===== src/rtl/mypkg.sv =====
// Shared constants and types for the trace command queue: address field
// geometry, trace command encodings and the queue run-state encoding.
package mypkg;

    localparam int OFFSET_BITS = 6;
    localparam int INDEX_BITS  = 7;

    typedef enum logic [3:0] {
        CMD_RD  = 4'd0,
        CMD_WR  = 4'd1,
        CMD_IF  = 4'd2,
        CMD_INV = 4'd3,
        CMD_SNP = 4'd4,
        CMD_CLR = 4'd8,
        CMD_PRT = 4'd9
    } cmd_e;

    typedef enum logic [1:0] {
        Q_IDLE  = 2'd0,
        Q_RUN   = 2'd1,
        Q_DRAIN = 2'd2,
        Q_DONE  = 2'd3
    } q_state_e;

    function automatic logic cmd_is_legal(input logic [3:0] cmd);
        case (cmd)
            CMD_RD, CMD_WR, CMD_IF, CMD_INV, CMD_SNP, CMD_CLR, CMD_PRT: return 1'b1;
            default: return 1'b0;
        endcase
    endfunction

endpackage


===== src/rtl/cmd_fifo.sv =====
// Synchronous FIFO with count-based full/empty; the head entry is presented
// combinationally so a word written on one edge is visible right after it.
module cmd_fifo #(
    parameter int WIDTH = 36,
    parameter int DEPTH = 8
) (
    input  logic             clk,
    input  logic             rst_n,
    input  logic             i_push,
    input  logic             i_pop,
    input  logic [WIDTH-1:0] i_wdata,
    output logic [WIDTH-1:0] o_rdata,
    output logic             o_full,
    output logic             o_empty
);

    localparam int PTR_W = $clog2(DEPTH);
    localparam int CNT_W = PTR_W + 1;

    logic [WIDTH-1:0] r_mem [DEPTH];
    logic [PTR_W-1:0] r_wr_ptr;
    logic [PTR_W-1:0] r_rd_ptr;
    logic [CNT_W-1:0] r_count;
    logic             w_do_push;
    logic             w_do_pop;

    assign o_full    = (r_count == CNT_W'(DEPTH));
    assign o_empty   = (r_count == '0);
    assign w_do_push = i_push && !o_full;
    assign w_do_pop  = i_pop && !o_empty;
    assign o_rdata   = r_mem[r_rd_ptr];

    // Pointers wrap naturally because DEPTH is a power of two.
    always_ff @(posedge clk) begin
        if (!rst_n) begin
            r_wr_ptr <= '0;
            r_rd_ptr <= '0;
            r_count  <= '0;
        end else begin
            if (w_do_push) r_wr_ptr <= r_wr_ptr + PTR_W'(1);
            if (w_do_pop)  r_rd_ptr <= r_rd_ptr + PTR_W'(1);
            case ({w_do_push, w_do_pop})
                2'b10:   r_count <= r_count + CNT_W'(1);
                2'b01:   r_count <= r_count - CNT_W'(1);
                default: r_count <= r_count;
            endcase
        end
    end

    always_ff @(posedge clk) begin
        if (w_do_push) r_mem[r_wr_ptr] <= i_wdata;
    end

endmodule


===== src/rtl/trace_cmd_queue.sv =====
// Trace record front end: accepts trace commands during a run, queues the
// legal ones for the cache model with the address split into fields, and keeps stats.
module trace_cmd_queue
    import mypkg::*;
#(
    parameter int ADDR_W = 32,
    parameter int OFF_W  = OFFSET_BITS,
    parameter int IDX_W  = INDEX_BITS,
    parameter int DEPTH  = 8,
    parameter int CNT_W  = 16
) (
    input  logic                          clk,
    input  logic                          rst_n,
    input  logic                          start,
    input  logic                          in_eof,
    input  logic                          in_valid,
    output logic                          in_ready,
    input  logic [3:0]                    in_cmd,
    input  logic [ADDR_W-1:0]             in_addr,
    output logic                          out_valid,
    input  logic                          out_ready,
    output logic [3:0]                    out_cmd,
    output logic [ADDR_W-1:0]             out_addr,
    output logic [ADDR_W-IDX_W-OFF_W-1:0] out_tag,
    output logic [IDX_W-1:0]              out_index,
    output logic [OFF_W-1:0]              out_offset,
    output logic [CNT_W-1:0]              rd_cnt,
    output logic [CNT_W-1:0]              wr_cnt,
    output logic [CNT_W-1:0]              if_cnt,
    output logic [CNT_W-1:0]              snp_cnt,
    output logic [CNT_W-1:0]              err_cnt,
    output logic [1:0]                    state,
    output logic                          done
);

    q_state_e           r_state;
    logic               r_done;
    logic [CNT_W-1:0]   r_rd_cnt, r_wr_cnt, r_if_cnt, r_snp_cnt, r_err_cnt;
    logic               w_full, w_empty;
    logic               w_accept, w_legal, w_push, w_pop, w_enter_run;
    logic [ADDR_W+3:0]  w_rdata;

    function automatic logic [CNT_W-1:0] sat_inc(input logic [CNT_W-1:0] v);
        return (&v) ? v : v + CNT_W'(1);
    endfunction

    assign in_ready    = (r_state == Q_RUN) && !w_full;
    assign w_accept    = in_valid && in_ready;
    assign w_legal     = cmd_is_legal(in_cmd);
    assign w_push      = w_accept && w_legal;
    assign w_pop       = !w_empty && out_ready;
    assign w_enter_run = start && ((r_state == Q_IDLE) || (r_state == Q_DONE));

    cmd_fifo #(
        .WIDTH (ADDR_W + 4),
        .DEPTH (DEPTH)
    ) u_fifo (
        .clk     (clk),
        .rst_n   (rst_n),
        .i_push  (w_push),
        .i_pop   (w_pop),
        .i_wdata ({in_cmd, in_addr}),
        .o_rdata (w_rdata),
        .o_full  (w_full),
        .o_empty (w_empty)
    );

    assign out_valid  = !w_empty;
    assign out_cmd    = w_rdata[ADDR_W+3:ADDR_W];
    assign out_addr   = w_rdata[ADDR_W-1:0];
    assign out_tag    = out_addr[ADDR_W-1:IDX_W+OFF_W];
    assign out_index  = out_addr[IDX_W+OFF_W-1:OFF_W];
    assign out_offset = out_addr[OFF_W-1:0];

    always_ff @(posedge clk) begin
        if (!rst_n) begin
            r_state <= Q_IDLE;
            r_done  <= 1'b0;
        end else begin
            case (r_state)
                Q_IDLE:  if (start)  r_state <= Q_RUN;
                Q_RUN:   if (in_eof) r_state <= Q_DRAIN;
                Q_DRAIN: if (w_empty) begin
                    r_state <= Q_DONE;
                    r_done  <= 1'b1;
                end
                Q_DONE:  if (start) begin
                    r_state <= Q_RUN;
                    r_done  <= 1'b0;
                end
                default: begin
                    r_state <= Q_IDLE;
                    r_done  <= 1'b0;
                end
            endcase
        end
    end

    // Accepts only happen in RUN, so clearing on run entry never races a count.
    always_ff @(posedge clk) begin
        if (!rst_n || w_enter_run) begin
            r_rd_cnt  <= '0;
            r_wr_cnt  <= '0;
            r_if_cnt  <= '0;
            r_snp_cnt <= '0;
            r_err_cnt <= '0;
        end else if (w_accept) begin
            if (!w_legal) begin
                r_err_cnt <= sat_inc(r_err_cnt);
            end else begin
                case (in_cmd)
                    CMD_RD:           r_rd_cnt  <= sat_inc(r_rd_cnt);
                    CMD_WR:           r_wr_cnt  <= sat_inc(r_wr_cnt);
                    CMD_IF:           r_if_cnt  <= sat_inc(r_if_cnt);
                    CMD_INV, CMD_SNP: r_snp_cnt <= sat_inc(r_snp_cnt);
                    default: ;
                endcase
            end
        end
    end

    assign rd_cnt  = r_rd_cnt;
    assign wr_cnt  = r_wr_cnt;
    assign if_cnt  = r_if_cnt;
    assign snp_cnt = r_snp_cnt;
    assign err_cnt = r_err_cnt;
    assign state   = r_state;
    assign done    = r_done;

endmodule

===== config.mk =====
export PLATFORM = sky130hd
export DESIGN_NAME = trace_cmd_queue
export DESIGN_NICKNAME = d
export VERILOG_FILES = /design/src/rtl/mypkg.sv /design/src/rtl/cmd_fifo.sv /design/src/rtl/trace_cmd_queue.sv
export SDC_FILE = /design/constraint.sdc
export NUM_CORES = 1
export LEC_CHECK = 0
export CELL_PAD_IN_SITES_DETAIL_PLACEMENT = 2
export CELL_PAD_IN_SITES_GLOBAL_PLACEMENT = 2
export CORE_MARGIN = 3
export CORE_UTILIZATION = 40
export DETAILED_ROUTE_END_ITERATION = 10
export GPL_TIMING_DRIVEN = 1
export PLACE_DENSITY_LB_ADDON = 0.1
export SLEW_MARGIN = 5
export SYNTH_ARGS = -nofsm -noshare
export SYNTH_HDL_FRONTEND = slang
export SYNTH_HIERARCHICAL = 1
export SYNTH_SLANG_ARGS = --single-unit

===== constraint.sdc =====
create_clock -name clk -period 6.7 [get_ports clk]
set_input_delay 1.34 -clock clk [delete_from_list [all_inputs] [get_ports clk]]
set_output_delay 1.34 -clock clk [all_outputs]
set_load 0.005 [all_outputs]

# Yosys cells after proc, flatten, opt, wreduce, memory -nomap -nowiden
# Memories as Yosys holds them, arrays and structs flattened. A register that Yosys moved wholly into a read port is not among the register bits.
# Cells that the tools add are included.
# word_totals
input_bits	42
n_memories	1
elab_cells	87
ramBits	288
reg_bits	93
output_inout_bits	153
# classes
muxes	13
n_reduce_logical	32
add_sub_neg	9
bitwise	6
n_eq_ne	16
# mem_list
memory	words	word_bits	rd	rd_clocked_by_memory_dff	wr	line_no	source
u_fifo.r_mem	8	36	1	1	1	cmd_fifo.sv:20	logic [WIDTH-1:0] r_mem [DEPTH];
# op_table
cell	n
adder 16 x 1 -> 16 bit (second input constant)	5
AND reduction 16 bit	5
AND reduction 4 bit	4
== test 4 bit (second input constant)	3
AND reduction 3 bit	3
== test 4 x 2 -> 1 bit (second input constant)	2
zero test 4 bit	2
one-hot mux 4 bit (2 select lines)	1
logical AND 1 bit	7
OR reduction 7 bit	1
adder 3 x 1 -> 3 bit (second input constant)	2
== test 2 bit (second input constant)	3
two-way mux 2 bit	3
two-way mux 3 bit	2
inverter 1 bit	6
one-hot mux 2 bit (3 select lines)	1
two-way mux 1 bit	5
adder 4 x 1 -> 4 bit (second input constant)	1
== test 2 x 1 -> 1 bit (second input constant)	2
== test 4 x 1 -> 1 bit (second input constant)	1
== test 4 x 3 -> 1 bit (second input constant)	1
inequality test 2 x 1 -> 1 bit (second input constant)	2
inequality test 2 bit (second input constant)	2
nonzero test 2 bit	2
other kinds (6)	10

# Longest topological paths before layout
# depth
depth_word	8
mapped_depth	14
ltp_nobuf	12

# Hierarchy
# Netlist, hierarchy kept.
# modules_own_cells
mod	seq_area_each_um2	area_per_inst_um2	instances	cells_each
cmd_fifo	8908.5	11481.0	1	490
trace_cmd_queue	1661.6	4476.8	1	518

# Worst setup path after synthesis
# Ideal clock, no wire load.
# synth_timing
path_type	in2reg
startpoint	in in_cmd[3]
endpoint	mem u_fifo.r_mem[0][0], enable pin
t_required_ns	6.181
t_arrival_ns	5.473
n_path_buf	0
stages	5
setup_slack_ns	0.708
setup_ns	0.519
cell_sequence	o21ai_2 nand2_1 nor2_1 nand2_4 nor4_1
# synth_between
elab_chain_len	7
elab_cells_between_ends	13
classes_between	6 x eq/ne; 3 x mux; 4 x reduce/logical
# synth_rtl
element	line_no	source
from (decl)	trace_cmd_queue.sv:18	input logic [3:0] in_cmd,
== test 4 x 2 -> 1 bit (tied with other cells)	mypkg.sv:26	case (cmd)
OR reduction 7 bit *	mypkg.sv:26	
two-way mux 1 bit *	mypkg.sv:26	
logical AND 1 bit *	trace_cmd_queue.sv:50	assign w_push = w_accept && w_legal;
named net w_push	trace_cmd_queue.sv:40	logic w_accept, w_legal, w_push, w_pop, w_enter_run;
logical AND 1 bit *	cmd_fifo.sv:29	assign w_do_push = i_push && !o_full;
two-way mux 1 bit *	cmd_fifo.sv:51	if (w_do_push) r_mem[r_wr_ptr] <= i_wdata;
two-way mux 1 bit (implied by the code) *	cmd_fifo.sv:51	
to (decl)	cmd_fifo.sv:20	
# The timed path passes the listed nets; every way through them passes the cells marked *.

==> flow_metrics.py <==
metrics = {
    "outcome": {
        "status": "completed",
    },
    "grt": {
        "grt.total_usage_pct": 20.9,
        "grt_max_degree": 62,
        "grt_pass1_vias": 10600,
        "grt_pass1_wl_um": 67000,
        "antenna_found_initial": 1,
        "grt_remaining_overflow": 0,
    },
    "synth": {
        "synth_top_cell_by_area": "edfxtp_1",
        "avgSynthCellArea_um2": 15.8,
        "synth.ff_latch_count": 384,
        "synthCells": 1008,
        "syn_area_um2": 16000,
        "synth_edf_count": 288,
        "synth-main-ff-cell": "edfxtp_1",
        "synth-seq-area-share_pct": 66.2,
        "synth_area_leaders": "edfxtp_1, dfxtp_1, mux4_2",
        "synthArstFlopShare_pct": 0,
        "netlist.area_leader.share_pct": 54.2,
        "syn-num-nets": 1063,
        "yosys_warnings": 6,
        "yosysMostFrequentCell": "edfxtp_1",
        "synthTopCellsByCount": "edfxtp_1, dfxtp_1, nor2_1",
        "ys_types": 61,
    },
    "worst_setup_path": {
        "crit_arrival_ns": 3.41,
        "max_stage_delay_ns": 0.94,
        "cp-end-kind": "output port",
        "startpoint_type": "register",
        "crit_path_top_delay_cell": "dfxtp_4",
        "cp_max_fo": 44,
        "required_ns": 5.36,
        "crit_chain": "buf_4 > mux4_2 > mux2_2 > clkdlybuf4s50_1",
        "r2r_setup_slack_ns": 3.17,
        "worstReg2RegEnd": "u_fifo/r_mem[5][35]",
        "ff2ff_path_depth": 7,
        "rr_startpoint": "u_fifo/r_count[1]",
        "crit_end": "out_cmd[2]",
        "path_class": "register to output port",
    },
    "sta": {
        "drv_slew": 0,
        "timing.hold.ws_ns": 0.488,
        "rsz0062_at_grt": "no",
        "worst_slew_pin_slew_ns": 1.20,
        "finalCritPeriodShare_pct": 70.9,
        "fin_crit_ns": 4.75,
        "max-slew-margin-rel_pct": 20.2,
        "hold_viol_final": 0,
        "setup_viol": 0,
        "tns_ns": 0,
        "fmax_ghz": 0.211,
        "skew_ns": 0.0134,
    },
    "drt": {
        "vias": 9382,
        "finalWirelength_um": 43500,
        "wl_per_cell_um": 25.0,
        "ant_nets": 0,
        "drt_pass1_iterations": 4,
        "drc": 0,
        "drt_iter0_drc": 419,
        "routed_via_density": 5.39,
    },
    "power": {
        "p_leak_nw": 6.18,
        "powerDensity_nw_per_um2": 263,
        "peakVddDrop_uv": 166,
        "p_total_w": 0.00516,
    },
    "finish": {
        "nFillCells": 3590,
        "drive_above_1_share_pct": 18.1,
        "nNetsFinal": 1250,
        "area_growth_pct": 23.2,
        "fin_cells": 1742,
        "final_area_um2": 19700,
        "diodes": 0,
    },
    "die": {
        "start_util_pct": 40.9,
        "pin_count": 195,
        "die_area_um2": 42300,
        "num_rows": 72,
        "dieHeight_um": 206,
        "die_w_um": 206,
        "core-area_um2": 39000,
    },
    "clock_network": {
        "clkTransAtPathRegs_ns": 0.06,
        "cts_tree": "yes",
        "numCtsBuffers": 44,
        "clk_path_buf_depth": 3,
        "hold_buffers": 0,
        "post_cts_resized": 0,
        "htree_num_levels": 2,
        "cts_setup_buffers": 0,
        "clock_latency_ns": 0.55,
        "tritoncts_num_sinks": 384,
        "cts_root_buf": "clkbuf_16",
    },
    "place": {
        "dp.cells": 1667,
        "hpwl_um": 28700,
        "port_buffers": 194,
        "dpl-instance-area_um2": 18300,
        "gp_congestion": 0.733,
    },
    "worst_hold_path": {
        "worstHoldPathType": "register to register",
    },
    "run": {
        "cap_viol_max_count": 0,
    },
}
## cell type report
cell class	instances	area [um^2]	area share (%)
sequential	384	10600	53.8
multi-input combinational	542	4970	25.3
timing repair buffer	212	2080	10.6
clock buffer	56	1190	6.04
tap	518	648	3.30
clock inverter	19	164	0.834
inverter	11	41.3	0.210
## routing by layer
| metal | vias to the layer above | global-route usage [%] | part of all wire, % |
|---|---|---|---|
| met3 | 52 | 4.57 | 5.7 |
| met4 | 0 | 4.52 | 1.7 |
| met5 | - | 0 | 0 |
| li1 | 4223 | - | - |
| met2 | 233 | 36.3 | 50 |
| met1 | 4874 | 27.0 | 42 |
## cells in the final DEF, fill, tap and decap left out, types with 23 or more instances in the layout
master and count:
mux2_2 36, nor2_1 76, clkdlybuf4s50_1 194, edfxtp_1 288
xnor2_1 51, mux4_2 72, nand3_1 28, xor2_1 23
clkbuf_16 46, nand4_1 24, nand2_1 42, dfxtp_1 93
## through the flow
step	setup slack (ns)	utilization, %
floorplan	0.708	-
global placement	2.07	46.9
detailed placement	1.75	46.9
CTS	1.87	50.4
global route	1.69	50.4
finish	1.95	50.4
## worst max-delay path, delay by kind of cell, from the launching register on
family	cells	cell delay, ns
DFF	1	0.94
muxes	2	0.87
buffers and inverters	2	0.96
## cell families after synthesis
logic type,synth area share [%]
compound gates,2.50
fa+ha+maj,1.02
buf+inv,2.96
flops,66.2
simple gates,10.2
mux,13.0
xor+xnor,4.06
## power by group
group	internal, W	total [W]	switching [W]
Clock	0.00133	0.00227	0.000941
Sequential	0.00258	0.00260	0.0000192
Combinational	0.000133	0.000296	0.000164
## worst min path at each step
stage	from	to	slack (ns)	cells past startpoint
2_1_floorplan	u_fifo/r_count[3]	u_fifo/r_count[3]	0.46	2
3_3_place_gp	done	done	0.47	2
3_5_place_dp	done	done	0.49	2
4_1_cts	done	done	0.50	2
5_1_grt	u_fifo/r_count[3]	u_fifo/r_count[3]	0.55	2
6_report	done	done	0.49	2
## state kept, by name, indices dropped and copies added (netlist names), named ones only
signal,count
rd_cnt,16
u_fifo/r_count,4
wr_cnt,16
err_cnt,16
if_cnt,16
done,1
u_fifo/r_rd_ptr,3
u_fifo/r_wr_ptr,3
snp_cnt,16
u_fifo/r_mem,288
state,2
No activity file was read; power rests on OpenSTA's default activity.
